--- src/rtl/jtag_pkg.sv ---
// TAP state encoding, next-state function and fixed instruction codes.
// Pure declarations: no latency or backpressure of its own.
package jtag_pkg;

  typedef enum logic [3:0] {
    EXIT2_DR         = 4'h0,
    EXIT1_DR         = 4'h1,
    SHIFT_DR         = 4'h2,
    PAUSE_DR         = 4'h3,
    SELECT_IR        = 4'h4,
    UPDATE_DR        = 4'h5,
    CAPTURE_DR       = 4'h6,
    SELECT_DR        = 4'h7,
    EXIT2_IR         = 4'h8,
    EXIT1_IR         = 4'h9,
    SHIFT_IR         = 4'hA,
    PAUSE_IR         = 4'hB,
    RUN_IDLE         = 4'hC,
    UPDATE_IR        = 4'hD,
    CAPTURE_IR       = 4'hE,
    TEST_LOGIC_RESET = 4'hF
  } tap_state_t;

  localparam int IR_IDCODE    = 1;
  localparam int IR_USER_BASE = 2;

  function automatic int unsigned ir_bypass(input int ir_len);
    return (32'd1 << ir_len) - 32'd1;
  endfunction

  function automatic tap_state_t next_tap_state(input tap_state_t s, input logic tms);
    tap_state_t n;
    n = TEST_LOGIC_RESET;
    case (s)
      TEST_LOGIC_RESET: n = tms ? TEST_LOGIC_RESET : RUN_IDLE;
      RUN_IDLE:         n = tms ? SELECT_DR : RUN_IDLE;
      SELECT_DR:        n = tms ? SELECT_IR : CAPTURE_DR;
      CAPTURE_DR:       n = tms ? EXIT1_DR  : SHIFT_DR;
      SHIFT_DR:         n = tms ? EXIT1_DR  : SHIFT_DR;
      EXIT1_DR:         n = tms ? UPDATE_DR : PAUSE_DR;
      PAUSE_DR:         n = tms ? EXIT2_DR  : PAUSE_DR;
      EXIT2_DR:         n = tms ? UPDATE_DR : SHIFT_DR;
      UPDATE_DR:        n = tms ? SELECT_DR : RUN_IDLE;
      SELECT_IR:        n = tms ? TEST_LOGIC_RESET : CAPTURE_IR;
      CAPTURE_IR:       n = tms ? EXIT1_IR  : SHIFT_IR;
      SHIFT_IR:         n = tms ? EXIT1_IR  : SHIFT_IR;
      EXIT1_IR:         n = tms ? UPDATE_IR : PAUSE_IR;
      PAUSE_IR:         n = tms ? EXIT2_IR  : PAUSE_IR;
      EXIT2_IR:         n = tms ? UPDATE_IR : SHIFT_IR;
      UPDATE_IR:        n = tms ? SELECT_DR : RUN_IDLE;
      default:          n = TEST_LOGIC_RESET;
    endcase
    return n;
  endfunction

endpackage

--- src/rtl/jtag_tap_fsm.sv ---
// 16-state TAP controller with registered per-state action flags.
// Flags are valid in the same cycle as the state they decode; no backpressure.
module jtag_tap_fsm
  import jtag_pkg::*;
(
  input  logic       tck,
  input  logic       trst,
  input  logic       tms,
  output tap_state_t state,
  output logic       cap_ir,
  output logic       sh_ir,
  output logic       upd_ir,
  output logic       cap_dr,
  output logic       sh_dr,
  output logic       upd_dr
);

  tap_state_t nxt;
  assign nxt = next_tap_state(state, tms);

  // Flags are decoded from the next state so they line up with the registered state.
  always_ff @(posedge tck) begin
    if (!trst) begin
      state  <= TEST_LOGIC_RESET;
      cap_ir <= 1'b0;
      sh_ir  <= 1'b0;
      upd_ir <= 1'b0;
      cap_dr <= 1'b0;
      sh_dr  <= 1'b0;
      upd_dr <= 1'b0;
    end else begin
      state  <= nxt;
      cap_ir <= (nxt == CAPTURE_IR);
      sh_ir  <= (nxt == SHIFT_IR);
      upd_ir <= (nxt == UPDATE_IR);
      cap_dr <= (nxt == CAPTURE_DR);
      sh_dr  <= (nxt == SHIFT_DR);
      upd_dr <= (nxt == UPDATE_DR);
    end
  end

endmodule

--- src/rtl/jtag_user_tap.sv ---
// TAP with IDCODE, BYPASS and NUM_USER user data registers, each with its own USERk instruction.
// Strobes fire one tck after Capture-DR / Update-DR; the host cannot stall, there is no backpressure.
module jtag_user_tap
  import jtag_pkg::*;
#(
  parameter int                          IR_LEN     = 4,
  parameter logic [3:0]                  ID_PARTVER = 4'h5,
  parameter logic [15:0]                 ID_PARTNUM = 16'h3817,
  parameter logic [10:0]                 ID_MANF    = 11'h482,
  parameter int                          NUM_USER   = 3,
  parameter int                          DATA_W     = 32,
  parameter logic [NUM_USER*DATA_W-1:0]  DATA_RST   = '0
) (
  input  logic                          tck,
  input  logic                          trst,
  input  logic                          tms,
  input  logic                          tdi,
  output logic                          tdo,
  input  logic [NUM_USER*DATA_W-1:0]    user_rd_data,
  output logic [NUM_USER*DATA_W-1:0]    user_wr_data,
  output logic [NUM_USER-1:0]           user_wr_valid,
  output logic [NUM_USER-1:0]           user_rd_strobe
);

  localparam logic [IR_LEN-1:0] IR_ID     = IR_LEN'(IR_IDCODE);
  localparam logic [IR_LEN-1:0] IR_BYPASS = IR_LEN'(ir_bypass(IR_LEN));
  localparam logic [31:0]       ID_VALUE  = {ID_PARTVER, ID_PARTNUM, ID_MANF, 1'b1};

  tap_state_t state;
  logic cap_ir, sh_ir, upd_ir, cap_dr, sh_dr, upd_dr;

  jtag_tap_fsm u_fsm (
    .tck    (tck),
    .trst   (trst),
    .tms    (tms),
    .state  (state),
    .cap_ir (cap_ir),
    .sh_ir  (sh_ir),
    .upd_ir (upd_ir),
    .cap_dr (cap_dr),
    .sh_dr  (sh_dr),
    .upd_dr (upd_dr)
  );

  logic [IR_LEN-1:0]   ir;
  logic [IR_LEN-1:0]   ir_sr;
  logic [31:0]         id_sr;
  logic                byp_sr;
  logic [DATA_W-1:0]   user_sr;
  logic                shifted;

  logic                sel_id;
  logic [NUM_USER-1:0] user_sel;
  logic                sel_user;
  logic [DATA_W-1:0]   rd_slice;

  // Any code that is neither IDCODE nor a valid USERk falls through to BYPASS.
  always_comb begin
    sel_id   = (ir == IR_ID);
    user_sel = '0;
    rd_slice = '0;
    for (int k = 0; k < NUM_USER; k++) begin
      user_sel[k] = (ir != IR_BYPASS) && (ir == IR_LEN'(IR_USER_BASE + k));
      if (user_sel[k]) rd_slice = user_rd_data[k*DATA_W +: DATA_W];
    end
    sel_user = |user_sel;
  end

  always_comb begin
    tdo = 1'b0;
    if (sh_ir)        tdo = ir_sr[0];
    else if (sh_dr) begin
      if (sel_id)        tdo = id_sr[0];
      else if (sel_user) tdo = user_sr[0];
      else               tdo = byp_sr;
    end
  end

  always_ff @(posedge tck) begin
    if (!trst) begin
      ir             <= IR_ID;
      ir_sr          <= '0;
      id_sr          <= '0;
      byp_sr         <= 1'b0;
      user_sr        <= '0;
      shifted        <= 1'b0;
      user_wr_data   <= DATA_RST;
      user_wr_valid  <= '0;
      user_rd_strobe <= '0;
    end else begin
      user_wr_valid  <= '0;
      user_rd_strobe <= '0;

      if (state == TEST_LOGIC_RESET) ir <= IR_ID;

      if (cap_ir)     ir_sr <= IR_LEN'(1);
      else if (sh_ir) ir_sr <= {tdi, ir_sr[IR_LEN-1:1]};
      if (upd_ir)     ir    <= ir_sr;

      if (cap_dr) begin
        shifted        <= 1'b0;
        id_sr          <= ID_VALUE;
        byp_sr         <= 1'b0;
        user_sr        <= rd_slice;
        user_rd_strobe <= user_sel;
      end else if (sh_dr) begin
        shifted <= 1'b1;
        if (sel_id)        id_sr   <= {tdi, id_sr[31:1]};
        else if (sel_user) user_sr <= {tdi, user_sr[DATA_W-1:1]};
        else               byp_sr  <= tdi;
      end

      // A capture-only pass through Update-DR must not clobber the user register.
      if (upd_dr && shifted) begin
        for (int k = 0; k < NUM_USER; k++) begin
          if (user_sel[k]) begin
            user_wr_data[k*DATA_W +: DATA_W] <= user_sr;
            user_wr_valid[k]                 <= 1'b1;
          end
        end
      end
    end
  end

endmodule
--- config.mk ---
export PLATFORM = sky130hd
export DESIGN_NAME = jtag_user_tap
export DESIGN_NICKNAME = d
export VERILOG_FILES = /design/src/rtl/jtag_pkg.sv /design/src/rtl/jtag_tap_fsm.sv /design/src/rtl/jtag_user_tap.sv
export SDC_FILE = /design/constraint.sdc
export NUM_CORES = 1
export LEC_CHECK = 0
export CAP_MARGIN = 40
export CORE_MARGIN = 2
export CORE_UTILIZATION = 49
export CTS_CLUSTER_DIAMETER = 100
export DETAILED_ROUTE_END_ITERATION = 10
export MAX_ROUTING_LAYER = met4
export PLACE_DENSITY = 0.8
export SETUP_SLACK_MARGIN = 0.15
export SLEW_MARGIN = 20
export SYNTH_ARGS = -nofsm -noshare
export SYNTH_HDL_FRONTEND = slang
export SYNTH_SLANG_ARGS = --single-unit
--- constraint.sdc ---
create_clock -name tck -period 2.4 [get_ports tck]
set_input_delay 0.48 -clock tck [delete_from_list [all_inputs] [get_ports tck]]
set_output_delay 0.48 -clock tck [all_outputs]
set_load 0.05 [all_outputs]
**After elaboration in Yosys (flattened, before gate mapping)**

Cells that the tools add are included.

- Memories: 0
- Output and inout port bits: 103
- Latch bits: 0
- Memory bits (writable): 0
- Bits of input ports: 100
- Bits in registers: 186
- Bits in read-only memories: 0

- Magnitude comparators: 0
- Add/subtract/negate cells: 0
- Multipliers: 0
- Equal/unequal tests: 27
- Bitwise logic cells: 3
- Reduce and logical (&&, ||, !) cells: 25
- Muxes and demuxes: 34
- Divide/modulo/power cells: 0
- Shift operators: 0

Operators with widths:

| kind | count |
|---|---|
| 2-to-1 mux 32 bit | 7 |
| 2-to-1 mux 31 bit | 3 |
| case mux 4 bit (12 select lines) | 1 |
| equality test 4 bit, second input constant | 11 |
| equality test 4 x 3 -> 1 bit, second input constant | 7 |
| equality test 4 x 2 -> 1 bit, second input constant | 5 |
| AND reduction 2 bit | 7 |
| 2-to-1 mux 2 bit | 6 |
| 2-to-1 mux 3 bit | 4 |
| 2-to-1 mux 4 bit | 3 |
| 2-to-1 mux 1 bit | 10 |
| nonzero test 2 bit | 5 |
| equality test 4 x 1 -> 1 bit, second input constant | 2 |
| OR reduction 2 bit | 4 |
| AND reduction 3 bit | 2 |
| OR reduction 3 bit | 2 |
| logical AND 1 bit | 4 |
| logical NOT 4 bit | 1 |
| != test 4 bit, second input constant | 1 |
| NOT 1 bit | 3 |
| != test 2 x 1 -> 1 bit, second input constant | 1 |

**Longest topological paths before layout**

Gate-level depths: netlist (run 1).

- Word-level depth: 7
- Depth in mapped cells: 8
- Depth with buffers taken out: 4

**Hierarchy**

A second synthesis (run 1) with hierarchy kept.

- Cell total of the unflattened synthesis: 955
- Area, all modules: 8,035.2 um2

By module, submodules not included:

| module | seq. area each (um2) | times used | area an instance (um2) | cells an instance |
|---|---|---|---|---|
| jtag_user_tap | 3,523.4 | 1 | 7,606.0 | 915 |
| jtag_tap_fsm | 200.2 | 1 | 429.2 | 40 |

**Worst setup path after synthesis (run 1)**

Ideal clock, no wire load.

- Path type: reg-to-output
- Start: register ir[2]
- End: output tdo
- Buffers on the path: 3
- Arrival: 2,148 ps
- Setup slack: -228 ps
- Cell stages (with the launch flop): 8
- Cells stage by stage: dfxtp_1 > buf_4 > or3b_1 > buf_2 > buf_6 > a211o_1 > nand4_1 > o21ai_0

- Cells in the longest elaborated chain, start to end: 7
- Elaborated cells on any way between the ends: 13

Ends and longest elaborated chain:

| what | line | RTL |
|---|---|---|
| start: declaration | jtag_user_tap.sv:45 | `logic [IR_LEN-1:0] ir;` |
| start signal: assignment | jtag_user_tap.sv:98 | `if (upd_ir) ir <= ir_sr;` |
| != test 4 bit (tied with other cells) | jtag_user_tap.sv:63 | `user_sel[k] = (ir != IR_BYPASS) && (ir == IR_LEN'(IR_USER_BASE + k));` |
| logical AND 1 bit | jtag_user_tap.sv:63 |  |
| OR reduction 3 bit | jtag_user_tap.sv:66 | `sel_user = \|user_sel;` |
| 2-to-1 mux 1 bit | jtag_user_tap.sv:74 | `else if (sel_user) tdo = user_sr[0];` |
| 2-to-1 mux 1 bit * | jtag_user_tap.sv:73 | `if (sel_id) tdo = id_sr[0];` |
| 2-to-1 mux 1 bit * | jtag_user_tap.sv:72 | `else if (sh_dr) begin` |
| 2-to-1 mux 1 bit * | jtag_user_tap.sv:71 | `if (sh_ir) tdo = ir_sr[0];` |
| end: declaration | jtag_user_tap.sv:18 | `output logic tdo,` |

Mark *: on every way between the ends. The rest lies on a longest branch, timed or not.

**Final worst setup path (run 1)**

- Start: register ir[1]
- End: output tdo

The elaborated chain is that of the path after synthesis.

==> results of run 1 <==
-- registers in the layout, summed over array words and instances, names as in the netlist, 3 cells and up --
name / cells
id_sr: 32
user_rd_strobe: 3
user_sr: 32
ir_sr: 4
user_wr_valid: 3
user_wr_data: 96
u_fsm.state: 4
ir: 4
-- area by class of cell --
cell class              count  area share, %
repair buffers            237           21.5
inverters                  35           1.21
multi-input cells         652           34.7
clock buffers              18           4.06
flip-flops and latches    186           34.5
well taps                 216           2.50
clock inverters            14           1.47
-- worst max-delay path, delay by kind of cell (launching register included) --
family | cells | cell delay, ns
flip-flops | 1 | 0.35
buffers and inverters | 1 | 0.16
AND/OR/NAND/NOR | 2 | 0.53
AO/OA/AOI/OAI | 2 | 0.36
-- power groups by stage --
stage	Clock, mW	Combinational (mW)	Sequential (mW)
6_report	2.80	0.324	3.15
5_1_grt	2.96	0.347	3.15
4_1_cts	2.83	0.323	3.15
3_5_place_dp	0	0.320	3.22
3_3_place_gp	0	0.318	3.22
2_1_floorplan	0	0.152	3.19
-- cell families (layout without fill, tap and decap cells) --
group,count (synthesis),in the layout,share of synthesized area [%]
flops,186,186,46.6
compound gates,276,276,24.3
mux,19,19,2.60
buf+inv,121,304,6.56
simple gates,357,357,20.0
-- metal layers --
| metal | track usage [%] | vias up | part of all wire (%) |
|---|---|---|---|
| met3 | 5.02 | 20 | 5.3 |
| met1 | 32.8 | 3450 | 45 |
| met4 | 6.52 | 0 | 0.95 |
| met2 | 42.7 | 232 | 49 |
| li1 | - | 3597 | - |
| met5 | - | - | 0 |
-- path summary, 6_finish.rpt --
path	cells after the start	start	end	slack, ns
setup reg to reg	7	ir[2]	user_sr[17]	0.32
hold / removal	2	trst	u_fsm.state[3]	0.42
hold reg to reg	2	user_wr_data[30]	user_wr_data[30]	0.45
setup / recovery	5	ir[1]	tdo	0.09
-- cells in the mapped netlist, drive strengths merged, types with 2 or more instances --
cell | instances | area (um^2)
and2 | 4 | 25.0
mux2 | 14 | 158
nor4b | 2 | 32.5
nor2 | 14 | 60.1
nor2b | 7 | 43.8
and3b | 2 | 17.5
nand3 | 3 | 15.0
a21oi | 52 | 272
o31ai | 2 | 15.0
a21boi | 98 | 736
buf | 23 | 156
o21ai | 38 | 190
nor3 | 5 | 30.0
nand2b | 6 | 37.5
mux2i | 5 | 50.1
o21a | 15 | 113
and3 | 2 | 12.5
a31oi | 32 | 200
clkbuf | 63 | 236
o221a | 32 | 360
inv | 35 | 131
nand2 | 271 | 1020
dfxtp | 186 | 3720
a22oi | 3 | 22.5
nand3b | 34 | 255
-- timing repair --
action,in CTS,in global routing
endpoints found under the setup margin,1,1
resized for setup,8,0
pin swaps,4,1
setup buffers,9,0
hold buffers,0,0
==> results.ini, run 1 <==
[timing]
fmaxAchievable_ghz = 0.433
worst_slack_ns = 0.0914
min_period_ns = 2.31
maxSlewHeadroom_pct = 48.9
tns_ns = 0
finClkSkew_ns = 0.0184
setup_viol = 0
worst_slew_pin_slew_ns = 0.766
finalCritPeriodShare_pct = 96.2
rsz0062_at_grt = true
holdWs_ns = 0.424
final_max_slew_viol_count = 0
finalHoldViolations = 0

[clock_network]
htree_levels = 4
clock_sinks = 186
clockBufferDepth = 2
clkSlewWorstSetupHoldPaths_ns = 0.07
numCtsBuffers = 17
cts_tree = yes
clk-insertion-delay-late_ns = 0.44
cts_root_buf = clkbuf_16

[floorplan]
core-area_um2 = 15900
start_util_pct = 50.3
num_io_pins = 203
die_h_um = 132
dieArea_um2 = 17300
die_width_um = 132
rows = 46

[place]
portBuffers = 202
post-place-ws_ns = 0.196
dpl_cell_area_um2 = 10100
hpwl_um = 15000
routabilityCongestion = 0.825
dp_cells = 1317

[worst_setup_path]
endpoint_kind = output pin
crit_path_max_incr_delay_ns = 0.40
crit_chain = or3b_4 > a211o_1 > nand4_1 > o21ai_2 > buf_12
cpMaxStageDelayCell = or3b_4
worstSetupPathType = reg2out
cp-start-kind = register
critPathArrivalTime_ns = 1.83
crit_fanout = 4
required_ns = 1.92

[drt]
wire_per_inst_um = 16.2
vias_per_cell = 5.37
dr.pass1.iters = 5
drcViolationCount = 0
wirelength_um = 22100
postRouteAntennaNets = 0
vias = 7299
drt_iter0_drc = 648

[hold_path]
hold_class = in2reg

[power_and_ir_drop]
power.total_mw = 6.27
p_int_mw = 4.82
max-vdd-ir-drop_uv = 459
clkPwrFrac_pct = 44.7
seq_power_share_pct = 50.2
cellPowerDensity_nw_per_um2 = 579
p_sw_share_pct = 23.1
p_comb_share_pct = 5.2
p_leak_nw = 3.49
switching_power_mw = 1.45

[yosys]
postSynthAreaPerCell_um2 = 8.33
ys_seq_area_share_pct = 46.6
syn-num-nets = 1059
yosys_warnings = 0
syn_inst = 959
ys_seq_elements = 186
ys_types = 47
synth_top_flop_cell = dfxtp_1
syn_area_um2 = 7990
synth_edf_count = 0
async_flop_share_pct = 0

[layout]
fin_cells = 1358
multi_input_area_um2 = 3760
fill_cells = 1308
layout_common_cells = 271 x nand2_1, 200 x clkdlybuf4s50_1, 183 x dfxtp_1
final_common_cell = nand2_1
syn2layout_area_growth_pct = 35.5
fin_util_pct = 68.2
n_antenna_cell = 0
layout-drive-gt1-share_pct = 8.32
ff_latch_area_um2 = 3730
fin_area_um2 = 10800
nets = 1229

[global_routing]
grt_pass1_wl_um = 35500
grt_overflow = 0
grt_max_degree = 83
grt_pass1_vias = 6938
grt_util_all_layers_pct = 25.9
antenna_found_initial = 0

[run]
cap_violations = 0

[status]
status = finished, final reports clean

Power figures use the tool's default switching activity.
==> run 2: changes to the inputs <==
==> constraint.sdc (replaced) <==
create_clock -name tck -period 2.3 [get_ports tck]
set_input_delay 0.46 -clock tck [delete_from_list [all_inputs] [get_ports tck]]
set_output_delay 0.46 -clock tck [all_outputs]
set_load 0.05 [all_outputs]
==> results.ini, run 2 (synthesis gave the netlist of run 1 again) <==
[layout]
fill_cells = 1328
layout-drive-gt1-share_pct = 8.33
layout_common_cells = 271 x nand2_1, 200 x clkdlybuf4s50_1, 184 x dfxtp_1
multi_input_area_um2 = 3770
largest_reg_flops = 96
reg_top3 = user_wr_data (96), id_sr (32), user_sr (32)
final_common_cell = nand2_1
largest-register = user_wr_data
syn2layout_area_growth_pct = 35.1
nets = 1231
n_antenna_cell = 0
ff_latch_area_um2 = 3730

[timing]
setup_viol = 1
fmaxAchievable_ghz = 0.433
rsz0062_at_grt = true
min_period_ns = 2.31
finalCritPeriodShare_pct = 100
finClkSkew_ns = 0.00923
finalHoldViolations = 0
worst_slew_pin_slew_ns = 0.569
worst_slack_ns = -0.00766
maxSlewHeadroom_pct = 62.0
final_max_slew_viol_count = 0

[floorplan]
die_h_um = 132
dieArea_um2 = 17300
start_util_pct = 50.3
core-area_um2 = 15900
rows = 46
num_io_pins = 203
die_width_um = 132

[place]
hpwl_um = 15000
post-place-ws_ns = 0.277
portBuffers = 202
routabilityCongestion = 0.839

[clock_network]
htree_levels = 4
clkSlewWorstSetupHoldPaths_ns = 0.07
clockBufferDepth = 2
clock_sinks = 186
cts_root_buf = clkbuf_16
cts_tree = yes
clk-insertion-delay-late_ns = 0.43
numCtsBuffers = 17

[drt]
drcViolationCount = 0
postRouteAntennaNets = 0
wirelength_um = 22100
dr.pass1.iters = 5
wire_per_inst_um = 16.3
vias = 7301
drt_iter0_drc = 561
vias_per_cell = 5.38

[global_routing]
grt_pass1_wl_um = 35100
grt_max_degree = 93
grt_pass1_vias = 6929
antenna_found_initial = 0
grt_util_all_layers_pct = 25.8
grt_overflow = 0

[worst_setup_path]
crit_path_max_incr_delay_ns = 0.40
crit_buf_inv = 1
critPathArrivalTime_ns = 1.85
endpoint_kind = output pin
crit_fanout = 6
worstSetupPathType = reg2out
crit_chain = or3b_4 > a211o_1 > nand4_1 > o21ai_2 > buf_12
critical_path.top_delay_family = simple AND/OR/NAND/NOR gates
required_ns = 1.84
cp-start-kind = register
cpMaxStageDelayCell = or3b_4

[power_and_ir_drop]
cellPowerDensity_nw_per_um2 = 592
max-vdd-ir-drop_uv = 534
p_leak_nw = 3.48
power.total_mw = 6.39

[run]
cap_violations = 0

[status]
status = finished with violations
violations = setup timing

[hold_path]
hold_class = in2reg

## run 2: cell count changes in the layout (fill, tap and decap cells not counted), moves of 2 or more
| cell | before | now |
|---|---|---|
| clkinv_2 | 1 | 3 |
| clkinv_8 | 2 | 0 |
| dfxtp_4 | 3 | 1 |
| clkinv_4 | 3 | 1 |
| buf_4 | 32 | 34 |
| inv_8 | 2 | 0 |
## run 2: path summary, 6_finish.rpt
path	slack, ns	from	endpoint	cells past startpoint
setup / recovery	-0.008	ir[1]	tdo	5
hold / removal	0.36	trst	u_fsm.state[3]	2
setup reg to reg	0.37	ir[0]	user_sr[20]	7
hold reg to reg	0.45	user_wr_data[23]	user_wr_data[23]	2
## run 2: final cells by class
class | instances | share of cell area [%]
Multi-Input combinational cell | 652 | 34.9
Sequential cell | 186 | 34.5
Timing Repair Buffer | 239 | 21.7
Clock buffer | 19 | 4.19
Tap cell | 216 | 2.50
Inverter | 35 | 1.22
Clock inverter | 10 | 0.881
## run 2: power breakdown
| group | total [mW] | internal (mW) | switching (mW) |
|---|---|---|---|
| sequential | 3.29 | 3.24 | 0.0440 |
| combinational | 0.343 | 0.226 | 0.117 |
| clock | 2.76 | 1.54 | 1.22 |
| total | 6.39 | 5.01 | 1.38 |
## run 2: timing repair
action,CTS,global route
setup buffers,4,3
gates resized for setup,5,2
hold endpoints to repair,0,0
hold buffers,0,0
cloned,0,0
pin swaps,4,3
setup endpoints to repair,1,1
## run 2: stage by stage
| step | area [um^2] | hold slack (ns) | setup TNS (ns) | instances | util (%) |
|---|---|---|---|---|---|
| after floorplan | 8000 | 0.428 | 0 | 959 | - |
| after global placement | 10200 | 0.438 | 0 | 1321 | 64.1 |
| after detailed placement | 10200 | 0.442 | 0 | 1321 | 64.1 |
| after CTS | 10800 | 0.351 | -0.0559 | 1354 | 67.8 |
| after global routing | 10800 | 0.366 | -0.0673 | 1357 | 68.0 |
| final | 10800 | 0.364 | -0.00766 | 1357 | 68.0 |
## run 2: worst reg2reg max path, delay by kind of cell, from the launching register on
family                 cells  cell delay, ns
buffers and inverters      3            0.60
AO/OA/AOI/OAI              2            0.60
flip-flops                 1            0.35
AND/OR/NAND/NOR            2            0.34
## run 2: metal layers
layer / routed length, um / vias to the layer above / GRT usage, %
li1: - / 3598 / -
met5: 0 / - / -
met2: 10500 / 232 / 41.1
met3: 1260 / 31 / 4.90
met1: 9910 / 3440 / 32.6
met4: 416 / 0 / 9.48
==> run 3: changes to the inputs <==
--- a/config.mk
+++ b/config.mk
@@ -5,7 +5,6 @@
 export SDC_FILE = /design/constraint.sdc
 export NUM_CORES = 1
 export LEC_CHECK = 0
-export CAP_MARGIN = 40
 export CORE_MARGIN = 2
 export CORE_UTILIZATION = 49
 export CTS_CLUSTER_DIAMETER = 100
==> results of run 3 <==
Final layout, timing and power as in run 2 (identical DEF).
